File: src/rtl/mem_arbiter_if.sv
// rtl/mem_arbiter_if.sv - fetch/data request ports and RAM side of the memory arbiter
interface mem_arbiter_if #(
  parameter int ADDR_W = 32,
  parameter int DATA_W = 32
);
  logic              iREN;
  logic [ADDR_W-1:0] iaddr;
  logic              ihit;
  logic [DATA_W-1:0] iload;
  logic              dREN;
  logic              dWEN;
  logic [ADDR_W-1:0] daddr;
  logic [DATA_W-1:0] dstore;
  logic              dhit;
  logic [DATA_W-1:0] dload;
  logic              ramREN;
  logic              ramWEN;
  logic [ADDR_W-1:0] ramaddr;
  logic [DATA_W-1:0] ramstore;
  logic [DATA_W-1:0] ramload;
  logic              ram_ready;
  logic              busy;
  logic              err;

  modport slave (
    input  iREN, iaddr, dREN, dWEN, daddr, dstore, ramload, ram_ready,
    output ihit, iload, dhit, dload, ramREN, ramWEN, ramaddr, ramstore, busy, err
  );

  modport master (
    output iREN, iaddr, dREN, dWEN, daddr, dstore, ramload, ram_ready,
    input  ihit, iload, dhit, dload, ramREN, ramWEN, ramaddr, ramstore, busy, err
  );
endinterface

File: src/rtl/mem_arbiter.sv
// rtl/mem_arbiter.sv - single-port RAM arbiter: data priority, fetch starvation guard, access timeout
module mem_arbiter #(
  parameter int ADDR_W     = 32,
  parameter int DATA_W     = 32,
  parameter int STARVE_MAX = 4,
  parameter int TIMEOUT    = 255
) (
  input logic         CLK,
  input logic         RST,
  mem_arbiter_if.slave bus
);
  localparam int SW = $clog2(STARVE_MAX + 1);

  typedef enum logic [1:0] {IDLE, IACC, DACC} state_t;

  state_t            state, state_n;
  logic [SW-1:0]     starve_cnt;
  logic [7:0]        tmo_cnt;
  logic [ADDR_W-1:0] addr_q;
  logic [DATA_W-1:0] data_q;
  logic              op_wr;

  logic grant_d, grant_i, done, expire, active;
  logic ihit, dhit, ram_ren, ram_wen;
  logic [DATA_W-1:0] iload, dload, ramstore;
  logic [ADDR_W-1:0] ramaddr;

  always_comb begin
    state_n  = state;
    active   = (state != IDLE);
    grant_d  = 1'b0;
    grant_i  = 1'b0;
    done     = active && bus.ram_ready;
    expire   = active && !bus.ram_ready && (tmo_cnt == 8'(TIMEOUT));
    ihit     = 1'b0;
    dhit     = 1'b0;
    ram_ren  = 1'b0;
    ram_wen  = 1'b0;
    iload    = '0;
    dload    = '0;
    ramaddr  = '0;
    ramstore = '0;
    case (state)
      IDLE: begin
        grant_d = (bus.dREN || bus.dWEN) && (!bus.iREN || (starve_cnt < SW'(STARVE_MAX)));
        grant_i = !grant_d && bus.iREN;
        if (grant_d)      state_n = DACC;
        else if (grant_i) state_n = IACC;
      end
      IACC: begin
        ram_ren  = 1'b1;
        ramaddr  = addr_q;
        ramstore = data_q;
        ihit     = bus.ram_ready;
        iload    = bus.ram_ready ? bus.ramload : '0;
        if (done || expire) state_n = IDLE;
      end
      DACC: begin
        ram_ren  = !op_wr;
        ram_wen  = op_wr;
        ramaddr  = addr_q;
        ramstore = data_q;
        dhit     = bus.ram_ready;
        dload    = (bus.ram_ready && !op_wr) ? bus.ramload : '0;
        if (done || expire) state_n = IDLE;
      end
      default: state_n = IDLE;
    endcase
  end

  always_ff @(posedge CLK or posedge RST) begin
    if (RST) begin
      state      <= IDLE;
      starve_cnt <= '0;
      tmo_cnt    <= '0;
      addr_q     <= '0;
      data_q     <= '0;
      op_wr      <= 1'b0;
    end else begin
      state <= state_n;
      if (grant_d) begin
        addr_q <= bus.daddr;
        data_q <= bus.dstore;
        op_wr  <= bus.dWEN;
      end else if (grant_i) begin
        addr_q <= bus.iaddr;
      end
      // Only data grants taken over a waiting fetch count toward starvation
      if (grant_d && bus.iREN) begin
        if (starve_cnt < SW'(STARVE_MAX)) starve_cnt <= starve_cnt + 1'b1;
      end else if (state == IDLE && (grant_i || !bus.iREN)) begin
        starve_cnt <= '0;
      end
      if (active && !bus.ram_ready && !expire) tmo_cnt <= tmo_cnt + 8'd1;
      else                                     tmo_cnt <= 8'd0;
    end
  end

  assign bus.ihit     = ihit;
  assign bus.iload    = iload;
  assign bus.dhit     = dhit;
  assign bus.dload    = dload;
  assign bus.ramREN   = ram_ren;
  assign bus.ramWEN   = ram_wen;
  assign bus.ramaddr  = ramaddr;
  assign bus.ramstore = ramstore;
  assign bus.busy     = active;
  assign bus.err      = expire;
endmodule

File: src/flat_wrapper.sv
// flat-port wrapper written by rule: the top's interface ports become plain ports
module mem_arbiter_flat 
#(
  parameter int ADDR_W     = 32,
  parameter int DATA_W     = 32,
  parameter int STARVE_MAX = 4,
  parameter int TIMEOUT    = 255
)
  (CLK, RST, bus_iREN, bus_iaddr, bus_dREN, bus_dWEN, bus_daddr, bus_dstore, bus_ramload, bus_ram_ready, bus_ihit, bus_iload, bus_dhit, bus_dload, bus_ramREN, bus_ramWEN, bus_ramaddr, bus_ramstore, bus_busy, bus_err);
  mem_arbiter_if #(.ADDR_W(ADDR_W), .DATA_W(DATA_W)) bus_i ();
  input logic CLK;
  input logic RST;
  input wire logic [$bits(bus_i.iREN)-1:0] bus_iREN;
  input wire logic [$bits(bus_i.iaddr)-1:0] bus_iaddr;
  input wire logic [$bits(bus_i.dREN)-1:0] bus_dREN;
  input wire logic [$bits(bus_i.dWEN)-1:0] bus_dWEN;
  input wire logic [$bits(bus_i.daddr)-1:0] bus_daddr;
  input wire logic [$bits(bus_i.dstore)-1:0] bus_dstore;
  input wire logic [$bits(bus_i.ramload)-1:0] bus_ramload;
  input wire logic [$bits(bus_i.ram_ready)-1:0] bus_ram_ready;
  output wire logic [$bits(bus_i.ihit)-1:0] bus_ihit;
  output wire logic [$bits(bus_i.iload)-1:0] bus_iload;
  output wire logic [$bits(bus_i.dhit)-1:0] bus_dhit;
  output wire logic [$bits(bus_i.dload)-1:0] bus_dload;
  output wire logic [$bits(bus_i.ramREN)-1:0] bus_ramREN;
  output wire logic [$bits(bus_i.ramWEN)-1:0] bus_ramWEN;
  output wire logic [$bits(bus_i.ramaddr)-1:0] bus_ramaddr;
  output wire logic [$bits(bus_i.ramstore)-1:0] bus_ramstore;
  output wire logic [$bits(bus_i.busy)-1:0] bus_busy;
  output wire logic [$bits(bus_i.err)-1:0] bus_err;
  assign bus_i.iREN = bus_iREN;
  assign bus_i.iaddr = bus_iaddr;
  assign bus_i.dREN = bus_dREN;
  assign bus_i.dWEN = bus_dWEN;
  assign bus_i.daddr = bus_daddr;
  assign bus_i.dstore = bus_dstore;
  assign bus_i.ramload = bus_ramload;
  assign bus_i.ram_ready = bus_ram_ready;
  assign bus_ihit = bus_i.ihit;
  assign bus_iload = bus_i.iload;
  assign bus_dhit = bus_i.dhit;
  assign bus_dload = bus_i.dload;
  assign bus_ramREN = bus_i.ramREN;
  assign bus_ramWEN = bus_i.ramWEN;
  assign bus_ramaddr = bus_i.ramaddr;
  assign bus_ramstore = bus_i.ramstore;
  assign bus_busy = bus_i.busy;
  assign bus_err = bus_i.err;
  mem_arbiter #(.ADDR_W(ADDR_W), .DATA_W(DATA_W), .STARVE_MAX(STARVE_MAX), .TIMEOUT(TIMEOUT)) u_core (.CLK(CLK), .RST(RST), .bus(bus_i));
endmodule
File: config.mk
export PLATFORM = sky130hd
export DESIGN_NAME = mem_arbiter_flat
export DESIGN_NICKNAME = d
export VERILOG_FILES = /design/src/rtl/mem_arbiter_if.sv /design/src/rtl/mem_arbiter.sv /design/src/flat_wrapper.sv
export SDC_FILE = /design/constraint.sdc
export NUM_CORES = 1
export LEC_CHECK = 0
export CAP_MARGIN = 5
export CORE_MARGIN = 3
export CORE_UTILIZATION = 39
export CTS_CLUSTER_SIZE = 8
export DETAILED_ROUTE_END_ITERATION = 7
export GPL_TIMING_DRIVEN = 1
export PLACE_DENSITY = 0.92
export SETUP_SLACK_MARGIN = 0.2
export SLEW_MARGIN = 10
export SYNTH_ARGS = -nofsm -noshare
export SYNTH_HDL_FRONTEND = slang
export SYNTH_SLANG_ARGS = --single-unit
File: constraint.sdc
create_clock -name CLK -period 5.3 [get_ports CLK]
set_input_delay 0.53 -clock CLK [delete_from_list [all_inputs] [get_ports CLK]]
set_output_delay 0.53 -clock CLK [all_outputs]
set_load 0.01 [all_outputs]
==> impl_metrics.ini <==
[run_status]
status = finished clean

[sta]
hold_violations = 0
slew_violations = 0
min_period_ns = 3.45
rsz0062_at_grt = false
timing.fmax_mhz = 290
setup_viol = 0
worst_slew_pin_slew_ns = 0.961
tns_ns = 0
fin_crit_sh = 0.652
slew-limit-headroom = 0.359
hold-worst-slack_ns = 0.477
fin_skew_ns = 0.00971

[power_and_ir_drop]
ir_drop_mv = 0.306
power.density_nw_per_um2 = 494
leakagePower_nw = 3.19

[clock_network]
postCtsResizedCells = 0
post_cts_buffers = 0
numCtsBuffers = 9
clkLatencyLatePin_ns = 0.35
clockRootBuffer = clkbuf_8
htreeDepth = 3
cts_tree = yes
clk_pin_slew_ns = 0.08
clock_sink_count = 78
cts_buffer_depth = 2
ctsHoldBuffers = 0

[layout]
diodes = 0
finalNonFillerCells = 829
nNetsFinal = 828
area_delta_synth_final_pct = 68.3
drive_gt1_frac = 0.0880

[drt]
via_per_inst = 4.87
firstDrtPassIters = 4
wl_per_cell_microns = 15.9
dr_total_vias = 4035
wl_mm = 13.2
dr.first_iter.drc_count = 223
drc_errors = 0
detail-route-antenna-nets = 0

[floorplan]
start_util = 0.412
placementRows = 37
core_sq_um = 10600
dieArea_sq_um = 12400
die_y_microns = 112
die_x_microns = 112
ios = 268

[synth]
yosysTopAreaCellShare = 0.449
synth_fa_ha_area_frac = 0.0173
synth_simple_gate_area_frac = 0.250
synth_compound_area_frac = 0.0732
synthArstFlopShare = 1.00
ys_warn_count = 0
avgSynthCellArea_sq_um = 9.99
synth_top_family_by_area = simple AND/OR/NAND/NOR gates
syn_area_sq_um = 4340
synth.most_common_cell = and2_1
ys_ff_latch = 78
ys_seq_area_frac = 0.449
netlist.top_cell.by_area = dfrtp_1
synth_fp_nets = 575
synth-xor-area-share = 0.00403
ys_top_cells_by_area = dfrtp_1 (45%), and2_1 (14%), mux2_2 (8.6%)
synth_edf_count = 0
synth_mux_area_frac = 0.162
synth-main-ff-cell = dfrtp_1
synth_cell_types = 34
yosys-top-cells-count = and2_1 (99), dfrtp_1 (78), nand2_1 (36), o21ai_0 (35), mux2_2 (33)
syn_inst = 435

[placement]
place_congestion = 0.935
port_buffers = 267
dpl.hpwl_mm = 10.5
dp_cells = 813

[grt]
grt_usage = 0.209
grt.overflow.total = 0
grt_pass1_vias = 4252
antenna_found_initial = 0
grt_max_degree = 79
grt_pass1_wl_mm = 21.2

[worst_setup_path]
crit_type = reg2out
worst_ep_arrival_time_ns = 2.92
startpoint_type = register
endpoint_kind = output port
cp.required_ns = 4.77
path_max_fanout = 37

[run]
maxCapViolCount = 0

[hold_path]
hold_path.class = reg2reg
## registers in the layout, indices dropped and copies added, names as in the netlist
name	flops
u_core.addr_q	32
u_core.data_q	32
u_core.starve_cnt	3
u_core.op_wr	1
u_core.tmo_cnt	8
u_core.state	2
## cells by family after synthesis
group | count (synthesis)
AO/OA/AOI/OAI | 53
XOR/XNOR | 2
adder cells (fa/ha/maj) | 6
buffers and inverters | 40
flip-flops | 78
multiplexers | 66
AND/OR/NAND/NOR | 190
## critical path: stages (launching register included)
cell             delay [ns]
dfrtp_1                0.40
inv_1                  0.10
ha_1                   0.92
buf_4                  0.41
and2_1                 0.19
clkdlybuf4s50_1        0.54
## where the power goes
part           switching (mW)  total, mW  internal (mW)
Combinational           0.944       2.12           1.18
Sequential              0.132      0.999          0.867
Clock                   0.216      0.492          0.276
Total                    1.29       3.61           2.32
## layer usage
layer | track usage | up-vias | share of wire
met1 | 0.216 | 1865 | 0.35
met5 | 0 | - | 0
met2 | 0.405 | 175 | 0.55
met3 | 0.0457 | 26 | 0.073
met4 | 0.0868 | 0 | 0.029
li1 | - | 1969 | -
## final timing paths
check	endpoint	slack, ns	from	cells after the start
min in group asynchronous	u_core.data_q[23]	0.81	RST	3
worst max register to register	u_core.state[0]	2.98	u_core.state[1]	5
worst min-delay path	u_core.addr_q[0]	0.48	u_core.addr_q[0]	2
worst min register to register	u_core.addr_q[0]	0.48	u_core.addr_q[0]	2
worst max-delay path	bus_ramaddr[24]	1.85	u_core.state[1]	5
max in group asynchronous	u_core.starve_cnt[2]	3.88	RST	3
## per-stage QoR
step / setup WS [ns] / cell area (sq um) / util / power (mW)
6_report: 1.85 / 7310 / 0.693 / 3.61
5_1_grt: 1.57 / 7310 / 0.693 / 3.86
4_1_cts: 1.79 / 7310 / 0.693 / 3.66
3_5_place_dp: 1.90 / 7090 / 0.672 / 3.15
3_3_place_gp: 1.99 / 7090 / 0.672 / 3.07
2_1_floorplan: 2.77 / 4340 / - / 2.09
## cell type report
type	instances	area, sq um
Clock buffer	10	138
Clock inverter	6	85.1
Fill cell	785	3240
Inverter	10	37.5
Multi-Input combinational cell	317	2220
Sequential cell	78	1950
Tap cell	136	170
Timing Repair Buffer	272	2710
## layout by cell type, fill, tap and decap left out, drive strengths merged, types with 5 or more instances in the layout
| cell | count |
|---|---|
| mux2i | 32 |
| buf | 5 |
| nand2 | 37 |
| mux2 | 34 |
| inv | 10 |
| and2 | 99 |
| and3 | 32 |
| clkbuf | 10 |
| o21ai | 35 |
| clkdlybuf4s50 | 267 |
| ha | 6 |
| dfrtp | 78 |
(Power assumes the default switching activity.)
